[src/rtl/hazard_controller_pkg.sv]
// Shared definitions for the pipeline hazard controller, forwarding and decode.
package hazard_controller_pkg;

  localparam int REG_W   = 5;
  localparam int TIMER_W = 8;

  // Canonical bubble instruction (addi x0, x0, 0) and major opcodes used by decode/forwarding.
  localparam logic [31:0] NOP_INSTR  = 32'h0000_0013;
  localparam logic [6:0]  OPC_LOAD   = 7'b000_0011;
  localparam logic [6:0]  OPC_STORE  = 7'b010_0011;
  localparam logic [6:0]  OPC_BRANCH = 7'b110_0011;
  localparam logic [6:0]  OPC_JAL    = 7'b110_1111;
  localparam logic [6:0]  OPC_JALR   = 7'b110_0111;

  typedef enum logic [1:0] {
    ST_RUN      = 2'd0,
    ST_MEM_WAIT = 2'd1,
    ST_ERROR    = 2'd2
  } hz_state_e;

  // A load in ID/EX feeds a register the IF/ID instruction really reads; x0 never hazards.
  function automatic logic isLoadUse(
    input logic             memread,
    input logic [REG_W-1:0] rd,
    input logic [REG_W-1:0] rs1,
    input logic [REG_W-1:0] rs2,
    input logic             useRs1,
    input logic             useRs2
  );
    return memread && (rd != '0) &&
           (((rd == rs1) && useRs1) || ((rd == rs2) && useRs2));
  endfunction

endpackage

[src/rtl/hazard_controller_if.sv]
// Pipeline-side signal bundle of the hazard controller.
interface hazard_controller_if #(
  parameter int CNT_W = 16
);
  logic             in_idex_memread;
  logic [4:0]       in_idex_rd;
  logic [4:0]       in_ifid_rs1;
  logic [4:0]       in_ifid_rs2;
  logic             in_ifid_use_rs1;
  logic             in_ifid_use_rs2;
  logic             in_ex_branch_taken;
  logic             in_mem_req;
  logic             in_mem_ready;

  logic             out_pc_write;
  logic             out_ifid_write;
  logic             out_idex_write;
  logic             out_exmem_write;
  logic             out_ifid_flush;
  logic             out_idex_flush;
  logic             out_memwb_bubble;
  logic             out_mem_error;
  logic [CNT_W-1:0] out_stall_cnt;
  logic [CNT_W-1:0] out_flush_cnt;

  // The pipeline drives hazard sources and consumes the stage controls.
  modport master (
    output in_idex_memread, in_idex_rd, in_ifid_rs1, in_ifid_rs2,
           in_ifid_use_rs1, in_ifid_use_rs2, in_ex_branch_taken,
           in_mem_req, in_mem_ready,
    input  out_pc_write, out_ifid_write, out_idex_write, out_exmem_write,
           out_ifid_flush, out_idex_flush, out_memwb_bubble, out_mem_error,
           out_stall_cnt, out_flush_cnt
  );

  // The hazard controller itself.
  modport slave (
    input  in_idex_memread, in_idex_rd, in_ifid_rs1, in_ifid_rs2,
           in_ifid_use_rs1, in_ifid_use_rs2, in_ex_branch_taken,
           in_mem_req, in_mem_ready,
    output out_pc_write, out_ifid_write, out_idex_write, out_exmem_write,
           out_ifid_flush, out_idex_flush, out_memwb_bubble, out_mem_error,
           out_stall_cnt, out_flush_cnt
  );
endinterface

[src/rtl/hazard_controller_sat_counter.sv]
// Saturating event counter: counts up to all-ones and then sticks there.
module sat_counter #(
  parameter int WIDTH = 16
) (
  input  logic             clk,
  input  logic             rst,
  input  logic             clear_i,
  input  logic             inc_i,
  output logic [WIDTH-1:0] count_o
);

  logic [WIDTH-1:0] count_q;

  // Count events, holding at all-ones instead of wrapping so overflow stays visible.
  always_ff @(posedge clk or posedge rst) begin
    if (rst) begin
      count_q <= '0;
    end else if (clear_i) begin
      count_q <= '0;
    end else if (inc_i && (count_q != '1)) begin
      count_q <= count_q + WIDTH'(1);
    end
  end

  assign count_o = count_q;

endmodule

[src/rtl/hazard_controller.sv]
// Pipeline hazard controller: memory-wait freeze, branch flush and load-use stall.
module hazard_controller
  import hazard_controller_pkg::*;
#(
  parameter int TIMEOUT = 16,
  parameter int CNT_W   = 16
) (
  input  logic               clk,
  input  logic               rst,
  hazard_controller_if.slave hz
);

  localparam logic [TIMER_W-1:0] TIMEOUT_L = TIMER_W'(TIMEOUT);

  hz_state_e          state_q, state_d;
  logic [TIMER_W-1:0] timer_q, timer_d;

  logic memHold;
  logic loadUse;
  logic stallEvt;
  logic flushEvt;
  logic [CNT_W-1:0] stallCnt;
  logic [CNT_W-1:0] flushCnt;

  assign memHold = hz.in_mem_req & ~hz.in_mem_ready;
  assign loadUse = isLoadUse(hz.in_idex_memread, hz.in_idex_rd, hz.in_ifid_rs1,
                             hz.in_ifid_rs2, hz.in_ifid_use_rs1, hz.in_ifid_use_rs2);

  // State and wait timer registers; reset drops any wait or error straight back to RUN.
  always_ff @(posedge clk or posedge rst) begin
    if (rst) begin
      state_q <= ST_RUN;
      timer_q <= '0;
    end else begin
      state_q <= state_d;
      timer_q <= timer_d;
    end
  end

  // Next state and stage controls; a memory hold outranks branch flush, which outranks load-use.
  always_comb begin
    logic freeze;
    logic runRules;
    state_d             = state_q;
    timer_d             = timer_q;
    freeze              = 1'b0;
    runRules            = 1'b0;
    stallEvt            = 1'b0;
    flushEvt            = 1'b0;
    hz.out_pc_write     = 1'b1;
    hz.out_ifid_write   = 1'b1;
    hz.out_idex_write   = 1'b1;
    hz.out_exmem_write  = 1'b1;
    hz.out_ifid_flush   = 1'b0;
    hz.out_idex_flush   = 1'b0;
    hz.out_memwb_bubble = 1'b0;
    hz.out_mem_error    = 1'b0;

    unique case (state_q)
      ST_RUN: begin
        if (memHold) begin
          freeze  = 1'b1;
          state_d = ST_MEM_WAIT;
          timer_d = '0;
        end else begin
          runRules = 1'b1;
        end
      end
      ST_MEM_WAIT: begin
        if (memHold) begin
          freeze = 1'b1;
          if (timer_q >= TIMEOUT_L) begin
            hz.out_mem_error = 1'b1;
            state_d          = ST_ERROR;
          end else begin
            timer_d = timer_q + TIMER_W'(1);
          end
        end else begin
          runRules = 1'b1;
          state_d  = ST_RUN;
        end
      end
      ST_ERROR: begin
        freeze = 1'b1;
      end
      default: begin
        freeze  = 1'b1;
        state_d = ST_RUN;
      end
    endcase

    if (freeze) begin
      hz.out_pc_write     = 1'b0;
      hz.out_ifid_write   = 1'b0;
      hz.out_idex_write   = 1'b0;
      hz.out_exmem_write  = 1'b0;
      hz.out_memwb_bubble = 1'b1;
    end else if (runRules && hz.in_ex_branch_taken) begin
      hz.out_ifid_flush = 1'b1;
      hz.out_idex_flush = 1'b1;
      flushEvt          = 1'b1;
    end else if (runRules && loadUse) begin
      hz.out_pc_write   = 1'b0;
      hz.out_ifid_write = 1'b0;
      hz.out_idex_flush = 1'b1;
      stallEvt          = 1'b1;
    end
  end

  // No software clear exists in this pipeline, so only reset zeroes the counters.
  sat_counter #(.WIDTH(CNT_W)) u_stall_cnt (
    .clk     (clk),
    .rst     (rst),
    .clear_i (1'b0),
    .inc_i   (stallEvt),
    .count_o (stallCnt)
  );

  sat_counter #(.WIDTH(CNT_W)) u_flush_cnt (
    .clk     (clk),
    .rst     (rst),
    .clear_i (1'b0),
    .inc_i   (flushEvt),
    .count_o (flushCnt)
  );

  assign hz.out_stall_cnt = stallCnt;
  assign hz.out_flush_cnt = flushCnt;

endmodule

[src/flat_wrapper.sv]
// flat-port wrapper written by rule: the top's interface ports become plain ports
module hazard_controller_flat import hazard_controller_pkg::*;
#(
  parameter int TIMEOUT = 16,
  parameter int CNT_W   = 16
)
  (clk, rst, hz_in_idex_memread, hz_in_idex_rd, hz_in_ifid_rs1, hz_in_ifid_rs2, hz_in_ifid_use_rs1, hz_in_ifid_use_rs2, hz_in_ex_branch_taken, hz_in_mem_req, hz_in_mem_ready, hz_out_pc_write, hz_out_ifid_write, hz_out_idex_write, hz_out_exmem_write, hz_out_ifid_flush, hz_out_idex_flush, hz_out_memwb_bubble, hz_out_mem_error, hz_out_stall_cnt, hz_out_flush_cnt);
  hazard_controller_if #(.CNT_W(CNT_W)) hz_i ();
  input  logic clk;
  input  logic rst;
  input wire logic [$bits(hz_i.in_idex_memread)-1:0] hz_in_idex_memread;
  input wire logic [$bits(hz_i.in_idex_rd)-1:0] hz_in_idex_rd;
  input wire logic [$bits(hz_i.in_ifid_rs1)-1:0] hz_in_ifid_rs1;
  input wire logic [$bits(hz_i.in_ifid_rs2)-1:0] hz_in_ifid_rs2;
  input wire logic [$bits(hz_i.in_ifid_use_rs1)-1:0] hz_in_ifid_use_rs1;
  input wire logic [$bits(hz_i.in_ifid_use_rs2)-1:0] hz_in_ifid_use_rs2;
  input wire logic [$bits(hz_i.in_ex_branch_taken)-1:0] hz_in_ex_branch_taken;
  input wire logic [$bits(hz_i.in_mem_req)-1:0] hz_in_mem_req;
  input wire logic [$bits(hz_i.in_mem_ready)-1:0] hz_in_mem_ready;
  output wire logic [$bits(hz_i.out_pc_write)-1:0] hz_out_pc_write;
  output wire logic [$bits(hz_i.out_ifid_write)-1:0] hz_out_ifid_write;
  output wire logic [$bits(hz_i.out_idex_write)-1:0] hz_out_idex_write;
  output wire logic [$bits(hz_i.out_exmem_write)-1:0] hz_out_exmem_write;
  output wire logic [$bits(hz_i.out_ifid_flush)-1:0] hz_out_ifid_flush;
  output wire logic [$bits(hz_i.out_idex_flush)-1:0] hz_out_idex_flush;
  output wire logic [$bits(hz_i.out_memwb_bubble)-1:0] hz_out_memwb_bubble;
  output wire logic [$bits(hz_i.out_mem_error)-1:0] hz_out_mem_error;
  output wire logic [$bits(hz_i.out_stall_cnt)-1:0] hz_out_stall_cnt;
  output wire logic [$bits(hz_i.out_flush_cnt)-1:0] hz_out_flush_cnt;
  assign hz_i.in_idex_memread = hz_in_idex_memread;
  assign hz_i.in_idex_rd = hz_in_idex_rd;
  assign hz_i.in_ifid_rs1 = hz_in_ifid_rs1;
  assign hz_i.in_ifid_rs2 = hz_in_ifid_rs2;
  assign hz_i.in_ifid_use_rs1 = hz_in_ifid_use_rs1;
  assign hz_i.in_ifid_use_rs2 = hz_in_ifid_use_rs2;
  assign hz_i.in_ex_branch_taken = hz_in_ex_branch_taken;
  assign hz_i.in_mem_req = hz_in_mem_req;
  assign hz_i.in_mem_ready = hz_in_mem_ready;
  assign hz_out_pc_write = hz_i.out_pc_write;
  assign hz_out_ifid_write = hz_i.out_ifid_write;
  assign hz_out_idex_write = hz_i.out_idex_write;
  assign hz_out_exmem_write = hz_i.out_exmem_write;
  assign hz_out_ifid_flush = hz_i.out_ifid_flush;
  assign hz_out_idex_flush = hz_i.out_idex_flush;
  assign hz_out_memwb_bubble = hz_i.out_memwb_bubble;
  assign hz_out_mem_error = hz_i.out_mem_error;
  assign hz_out_stall_cnt = hz_i.out_stall_cnt;
  assign hz_out_flush_cnt = hz_i.out_flush_cnt;
  hazard_controller #(.TIMEOUT(TIMEOUT), .CNT_W(CNT_W)) u_core (.clk(clk), .rst(rst), .hz(hz_i));
endmodule
[config.mk]
export PLATFORM = sky130hd
export DESIGN_NAME = hazard_controller_flat
export DESIGN_NICKNAME = d
export VERILOG_FILES = /design/src/rtl/hazard_controller_pkg.sv /design/src/rtl/hazard_controller_if.sv /design/src/rtl/hazard_controller_sat_counter.sv /design/src/rtl/hazard_controller.sv /design/src/flat_wrapper.sv
export SDC_FILE = /design/constraint.sdc
export NUM_CORES = 1
export LEC_CHECK = 0
export CAP_MARGIN = 20
export CELL_PAD_IN_SITES_DETAIL_PLACEMENT = 2
export CELL_PAD_IN_SITES_GLOBAL_PLACEMENT = 2
export CORE_UTILIZATION = 30
export CTS_CLUSTER_DIAMETER = 150
export DETAILED_ROUTE_END_ITERATION = 12
export DONT_BUFFER_PORTS = 1
export GPL_TIMING_DRIVEN = 1
export PLACE_DENSITY = 0.61
export SLEW_MARGIN = 20
export SYNTH_ARGS = -nofsm -noshare
export SYNTH_HDL_FRONTEND = slang
export SYNTH_SLANG_ARGS = --single-unit
[constraint.sdc]
create_clock -name clk -period 3.3 [get_ports clk]
set_clock_uncertainty 0.1 [all_clocks]
set_input_delay 0.825 -clock clk [delete_from_list [all_inputs] [get_ports clk]]
set_output_delay 0.825 -clock clk [all_outputs]
set_load 0.01 [all_outputs]
==> reports/qor.yml, run 1 <==
status: "complete, no violations"
path_buf_inv: 3
drv_slew: 0
setup-violations-final: 0
stdcell_count: 316
regArea_mm2: 0.00105
worst_slack_ns: 0.646
clk_pin_slew_ns: 0.09
p_int_uw: 753
cpMostUsedCell: "buf_4"
fin_setup_tns_ns: 0
area_growth_syn_to_layout_pct: 9.51
cts_root_buffer: "clkbuf_8"
min_path_type: "in2async"
syn-cell-area_mm2: 0.00222
crit_type: "in2out"
fmax_mhz: 377
drt_pass1_iterations: 4
yosys_warnings: 0
synth-edff-count: 0
synth.top_cell.area_share_pct: 47.2
grt_pass1_vias: 1781
cts_num_sinks: 42
synthDistinctLibCells: 40
final_common_cell: "dfrtp_1"
die_h_um: 88.1
crit_chain: "and2b_2, nor2_1, buf_4, inv_1, a31oi_1, buf_4"
crit_fanout: 4
cts_resized: 0
worst_pin_slew_ns: 0.658
wirelength_um: 5490
synth.avg_cell_area_um2: 10.5
clk_latency_ns: 0.30
pre_cts_ws_ns: 0.622
cts_tree: "yes"
dpl.hpwl_um: 4050
arrival_ns: 1.73
synth_area_leader_cell: "dfrtp_1"
crit_family: "buffers and inverters"
post-cts-setup-buffer-count: 0
clkPwrFrac_pct: 43.1
switching_share_pct: 21.5
syn_inst: 212
wl_per_cell_um: 17.4
combPwrFrac_pct: 3.3
seq_area_frac_synth_pct: 47.2
power.switching_uw: 207
grt_pass1_wl_um: 8850
cp_slowest_cell: "and2b_2"
required_ns: 2.37
ant_nets: 0
htree_levels: 2
final_cell_mix: "42 x dfrtp_1, 31 x xnor2_1, 20 x nand4_1, 17 x nor2_1, 14 x nand2_1"
grt_max_degree: 29
timing.hold.ws_ns: 0.287
n_fill_cell: 817
port_buffers: 0
dp.cells: 308
p_leak_nw: 1.07
fp.dieW_um: 88.1
start_util_pct: 30.8
core_area_mm2: 0.00721
end_kind: "output port"
finalCritPeriodShare_pct: 80.4
fin_area_mm2: 0.00244
critPathMaxStageDelay_ns: 0.23
maxSlewHeadroom_pct: 55.8
synth_nets: 239
ir_drop_v: 0.000173
grt_setup_unrepaired: "false"
gp_congestion: 0.682
num_rows: 31
async_reset_ff_share_pct: 100
placedInstanceArea_mm2: 0.00233
power_density_mw_per_mm2: 394
grt.overflow.total: 0
ys.flop_type: "dfrtp_1"
postCtsHoldBufs: 0
drc: 0
drive_above_1_share_pct: 11.1
multiInputGateArea_mm2: 0.00109
cts_buffer_depth: 2
cts_buffers: 5
track_usage_pct: 14.9
antenna_found_initial: 0
diodes: 0
drt-initial-drc-count: 72
p_seq_share_pct: 53.5
period_needed_ns: 2.65
synth_area_leaders: "dfrtp_1 47%, xnor2_1 12%, nand4_1 5.6%, xor2_1 3.9%, nor2_1 2.9%"
vias_per_cell: 5.21
startpoint_type: "primary input"
post-route-util_pct: 33.8
io-pin-count: 63
finalHoldViolations: 0
die_area_mm2: 0.00776
max-cap-violations: 0
power.total_uw: 960
vias: 1645
synth_seq_cells: 42
nets: 243
==> worst paths after layout <==
path | startpoint | endpoint | slack (ns) | depth (start not counted)
min in group clk | u_core.timer_q[7] | u_core.timer_q[7] | 0.42 | 2
min | rst | u_core.u_flush_cnt.count_o[1] | 0.29 | 1
max in group asynchronous | rst | u_core.u_flush_cnt.count_o[9] | 2.06 | 2
min reg2reg | u_core.timer_q[7] | u_core.timer_q[7] | 0.42 | 2
max | hz_in_mem_ready | hz_out_pc_write | 0.65 | 6
max reg2reg | u_core.u_stall_cnt.count_o[0] | u_core.u_stall_cnt.count_o[1] | 1.12 | 6
==> flip-flops by register name, summed over array words and instances (netlist names) <==
name                        count
u_core.u_flush_cnt.count_o     16
u_core.u_stall_cnt.count_o     16
u_core.timer_q                  8
u_core.state_q                  2
==> synthesized netlist by cell type (all sizes together) (2+ instances only) <==
| cell | number |
|---|---|
| or4 | 3 |
| buf | 5 |
| nor2 | 17 |
| clkbuf | 2 |
| nor4 | 2 |
| nand4 | 21 |
| a41oi | 2 |
| dfrtp | 42 |
| and4 | 2 |
| nor3b | 2 |
| ha | 4 |
| xnor2 | 31 |
| nand2 | 14 |
| inv | 9 |
| o21ai | 2 |
| nand4b | 3 |
| and3 | 8 |
| nor3 | 6 |
| nand3 | 12 |
| xor2 | 10 |
| a31oi | 3 |
| mux2 | 3 |
==> logic make-up (layout without fill, tap and decap cells) <==
logic type / count (synthesis) / after routing / synth area share [%]
and+or+nand+nor: 94 / 94 / 25.2
buffers and inverters: 16 / 21 / 3.88
adders and majority gates: 4 / 4 / 2.25
DFF: 42 / 42 / 47.2
AOI/OAI and AO/OA: 12 / 12 / 3.77
muxes: 3 / 3 / 1.52
xor gates and xnor gates: 41 / 41 / 16.1
==> power by group through the flow <==
stage                     registers (mW)  logic [mW]  clock network, mW
after CTS                          0.514      0.0338              0.435
after detailed placement           0.524      0.0338                  0
after global placement             0.524      0.0333                  0
after global routing               0.514      0.0368              0.450
after floorplan                    0.524      0.0259                  0
final                              0.514      0.0321              0.414
==> area by class of cell <==
type                            count  share of cell area (%)
Multi-Input combinational cell    154                    44.6
Sequential cell                    42                    43.1
Tap cell                           99                    5.08
Clock buffer                        6                    2.98
Clock inverter                      2                    1.54
Inverter                            9                    1.39
Timing Repair Buffer                4                    1.23
==> metal layers <==
metal  vias up  track usage (%)  wire length [um]
li1        752                -                 -
met4         0             3.96                49
met3         4             4.90               358
met5         -                0                 0
met1       841             17.8              2420
met2        48             25.9              2660
(Power assumes the default switching activity.)
==> run 2, diff against run 1 <==
--- a/config.mk
+++ b/config.mk
@@ -13,7 +13,7 @@
 export DETAILED_ROUTE_END_ITERATION = 12
 export DONT_BUFFER_PORTS = 1
 export GPL_TIMING_DRIVEN = 1
-export PLACE_DENSITY = 0.61
+export PLACE_DENSITY = 0.64
 export SLEW_MARGIN = 20
 export SYNTH_ARGS = -nofsm -noshare
 export SYNTH_HDL_FRONTEND = slang
==> constraint.sdc (replaced) <==
create_clock -name clk -period 2.3 [get_ports clk]
set_clock_uncertainty 0.1 [all_clocks]
set_input_delay 0.575 -clock clk [delete_from_list [all_inputs] [get_ports clk]]
set_output_delay 0.575 -clock clk [all_outputs]
set_load 0.01 [all_outputs]
==> reports/qor.yml, run 2 (synthesis gave the netlist of run 1 again) <==
min_path_type: "in2async"  # unchanged
crit_chain: "inv_1, nand3_2, inv_1, a41o_1"  # was and2b_2, nor2_1, buf_4, inv_1, a31oi_1, buf_4
ant_nets: 0  # unchanged
setup-violations-final: 0  # unchanged
postCtsHoldBufs: 0  # unchanged
area_growth_syn_to_layout_pct: 15.0  # was 9.51%
drt_pass1_iterations: 4  # unchanged
drt-initial-drc-count: 38  # was 72
io-pin-count: 63  # unchanged
grt_pass1_vias: 1798  # was 1,781
clkPwrFrac_pct: 37.6  # was 43.1%
finalHoldViolations: 0  # unchanged
wirelength_um: 5590  # was 5490 um
cts_tree: "yes"  # unchanged
gp_congestion: 0.711  # was 0.682
cts_buffers: 5  # unchanged
grt_setup_unrepaired: "false"  # unchanged
cts_num_sinks: 42  # unchanged
drc: 0  # unchanged
grt.overflow.total: 0  # unchanged
cp_slowest_cell: "dfrtp_1"  # was and2b_2
p_seq_share_pct: 58.4  # was 53.5%
cts_root_buffer: "clkbuf_8"  # unchanged
core_area_mm2: 0.00721  # unchanged
die_area_mm2: 0.00776  # unchanged
vias: 1702  # was 1,645
die_h_um: 88.1  # unchanged
grt_pass1_wl_um: 8900  # was 8850 um
post-cts-setup-buffer-count: 0  # unchanged
p_leak_nw: 1.16  # was 1.07 nW
path_buf_inv: 2  # was 3
stdcell_count: 332  # was 316
diodes: 0  # unchanged
ff2ff_setup_slack_ns: 0.23  # was 1.12 ns
crit_fanout: 5  # was 4
critPathMaxStageDelay_ns: 0.47  # was 0.23 ns
track_usage_pct: 15.2  # was 14.9%
ir_drop_v: 0.000168  # was 0.000173 V
n_fill_cell: 816  # was 817
num_rows: 31  # unchanged
p_int_uw: 974  # was 753 uW
crit_family: "flip-flops"  # was buffers and inverters
drive_above_1_share_pct: 18.5  # was 11.1%
nets: 259  # was 243
end_kind: "output port"  # unchanged
antenna_found_initial: 0  # unchanged
dr_wl_met3_um: 390  # was 358 um
final_cell_mix: "42 x dfrtp_1, 31 x xnor2_1, 20 x nand4_1, 19 x buf_4, 16 x nor2_1"  # was 42 x dfrtp_1, 31 x xnor2_1, 20 x nand4_1, 17 x nor2_1, 14 x nand2_1
power.switching_uw: 290  # was 207 uW
status: "complete, no violations"  # unchanged
fmax_mhz: 472
grt_max_degree: 23  # was 29
vias_per_cell: 5.13  # was 5.21
switching_share_pct: 22.9  # was 21.5%
startpoint_type: "flip-flop"  # was primary input
dr.max_layer_used: "met4"  # unchanged
dp.cells: 324  # was 308
cts_resized: 0  # unchanged
htree_levels: 2  # unchanged
wl_met2_um: 2750  # was 2660 um
dpl.hpwl_um: 4350  # was 4050 um
arrival_ns: 1.44  # was 1.73 ns
maxSlewHeadroom_pct: 44.7  # was 55.8%
power.total_mw: 1.26  # was 960 uW
wl_per_cell_um: 16.8  # was 17.4 um
fin_setup_tns_ns: 0  # unchanged
cts_buffer_depth: 2  # unchanged
max-cap-violations: 0  # unchanged
power_density_mw_per_mm2: 494  # was 394 mW/mm2
required_ns: 1.62  # was 2.37 ns
clk_pin_slew_ns: 0.08  # was 0.09 ns
crit_type: "reg2out"  # was in2out
cpMostUsedCell: "inv_1"  # was buf_4
fp.dieW_um: 88.1  # unchanged
combPwrFrac_pct: 4.0  # was 3.3%
start_util_pct: 30.8  # unchanged
port_buffers: 0  # unchanged
drv_slew: 0  # unchanged
wl_met1_um: 2410  # was 2420 um
clk_latency_ns: 0.30  # about the same
worst_pin_slew_ns: 0.824  # was 0.658 ns
period_needed_ns: 2.12
final_common_cell: "dfrtp_1"  # unchanged
finalCritPeriodShare_pct: 92.0
[run 2: cell type report]
class / instances / area [um2] / area share (%)
Multi-Input combinational cell: 154 / 1100 / 43.0
Sequential cell: 42 / 1050 / 41.1
Timing Repair Buffer: 20 / 163 / 6.36
Tap cell: 99 / 124 / 4.84
Clock buffer: 6 / 72.6 / 2.84
Inverter: 9 / 33.8 / 1.32
Clock inverter: 2 / 13.8 / 0.538
[run 2: metrics by stage]
stage          worst slack [ns]  hold WS, ns  utilization (%)  cell area (um2)
5_1_grt                  0.0720        0.156             35.5             2560
6_report                  0.183        0.120             35.5             2560
4_1_cts                  0.0378        0.135             35.4             2550
2_1_floorplan            0.0297        0.364                -             2230
3_5_place_dp              0.178        0.416             34.2             2470
3_3_place_gp              0.229        0.394             34.2             2470
[run 2: final timing paths]
path / to / cells after the start / from
worst max-delay path: hz_out_idex_flush / 4 / u_core.state_q[1]
worst min-delay path: u_core.u_flush_cnt.count_o[1] / 1 / rst
worst max register to register: u_core.u_stall_cnt.count_o[1] / 6 / u_core.u_stall_cnt.count_o[0]
worst min register to register: u_core.timer_q[7] / 2 / u_core.timer_q[7]
max in group asynchronous: u_core.u_stall_cnt.count_o[12] / 2 / rst
min in group clk: u_core.timer_q[7] / 2 / u_core.timer_q[7]
[run 2: power groups by stage]
stage	Clock [mW]	Combinational [mW]	Sequential, mW
floorplan	0	0.0384	0.752
global placement	0	0.0508	0.752
detailed placement	0	0.0531	0.752
CTS	0.505	0.0532	0.738
global route	0.530	0.0577	0.738
finish	0.475	0.0508	0.738
[run 2: layer usage]
metal  vias to the layer above  GRT usage, %
met5                         -             0
met4                         0          3.96
met3                         5          5.66
met2                        54          25.0
met1                       855          18.8
li1                        788             -
[run 2: worst register-to-register path, stage by stage (launching register included)]
cell     delay [ns]
dfrtp_1        0.37
ha_1           0.20
nand4_1        0.10
or4_1          0.49
and3_4         0.25
nand2_1        0.12
mux2_1         0.33
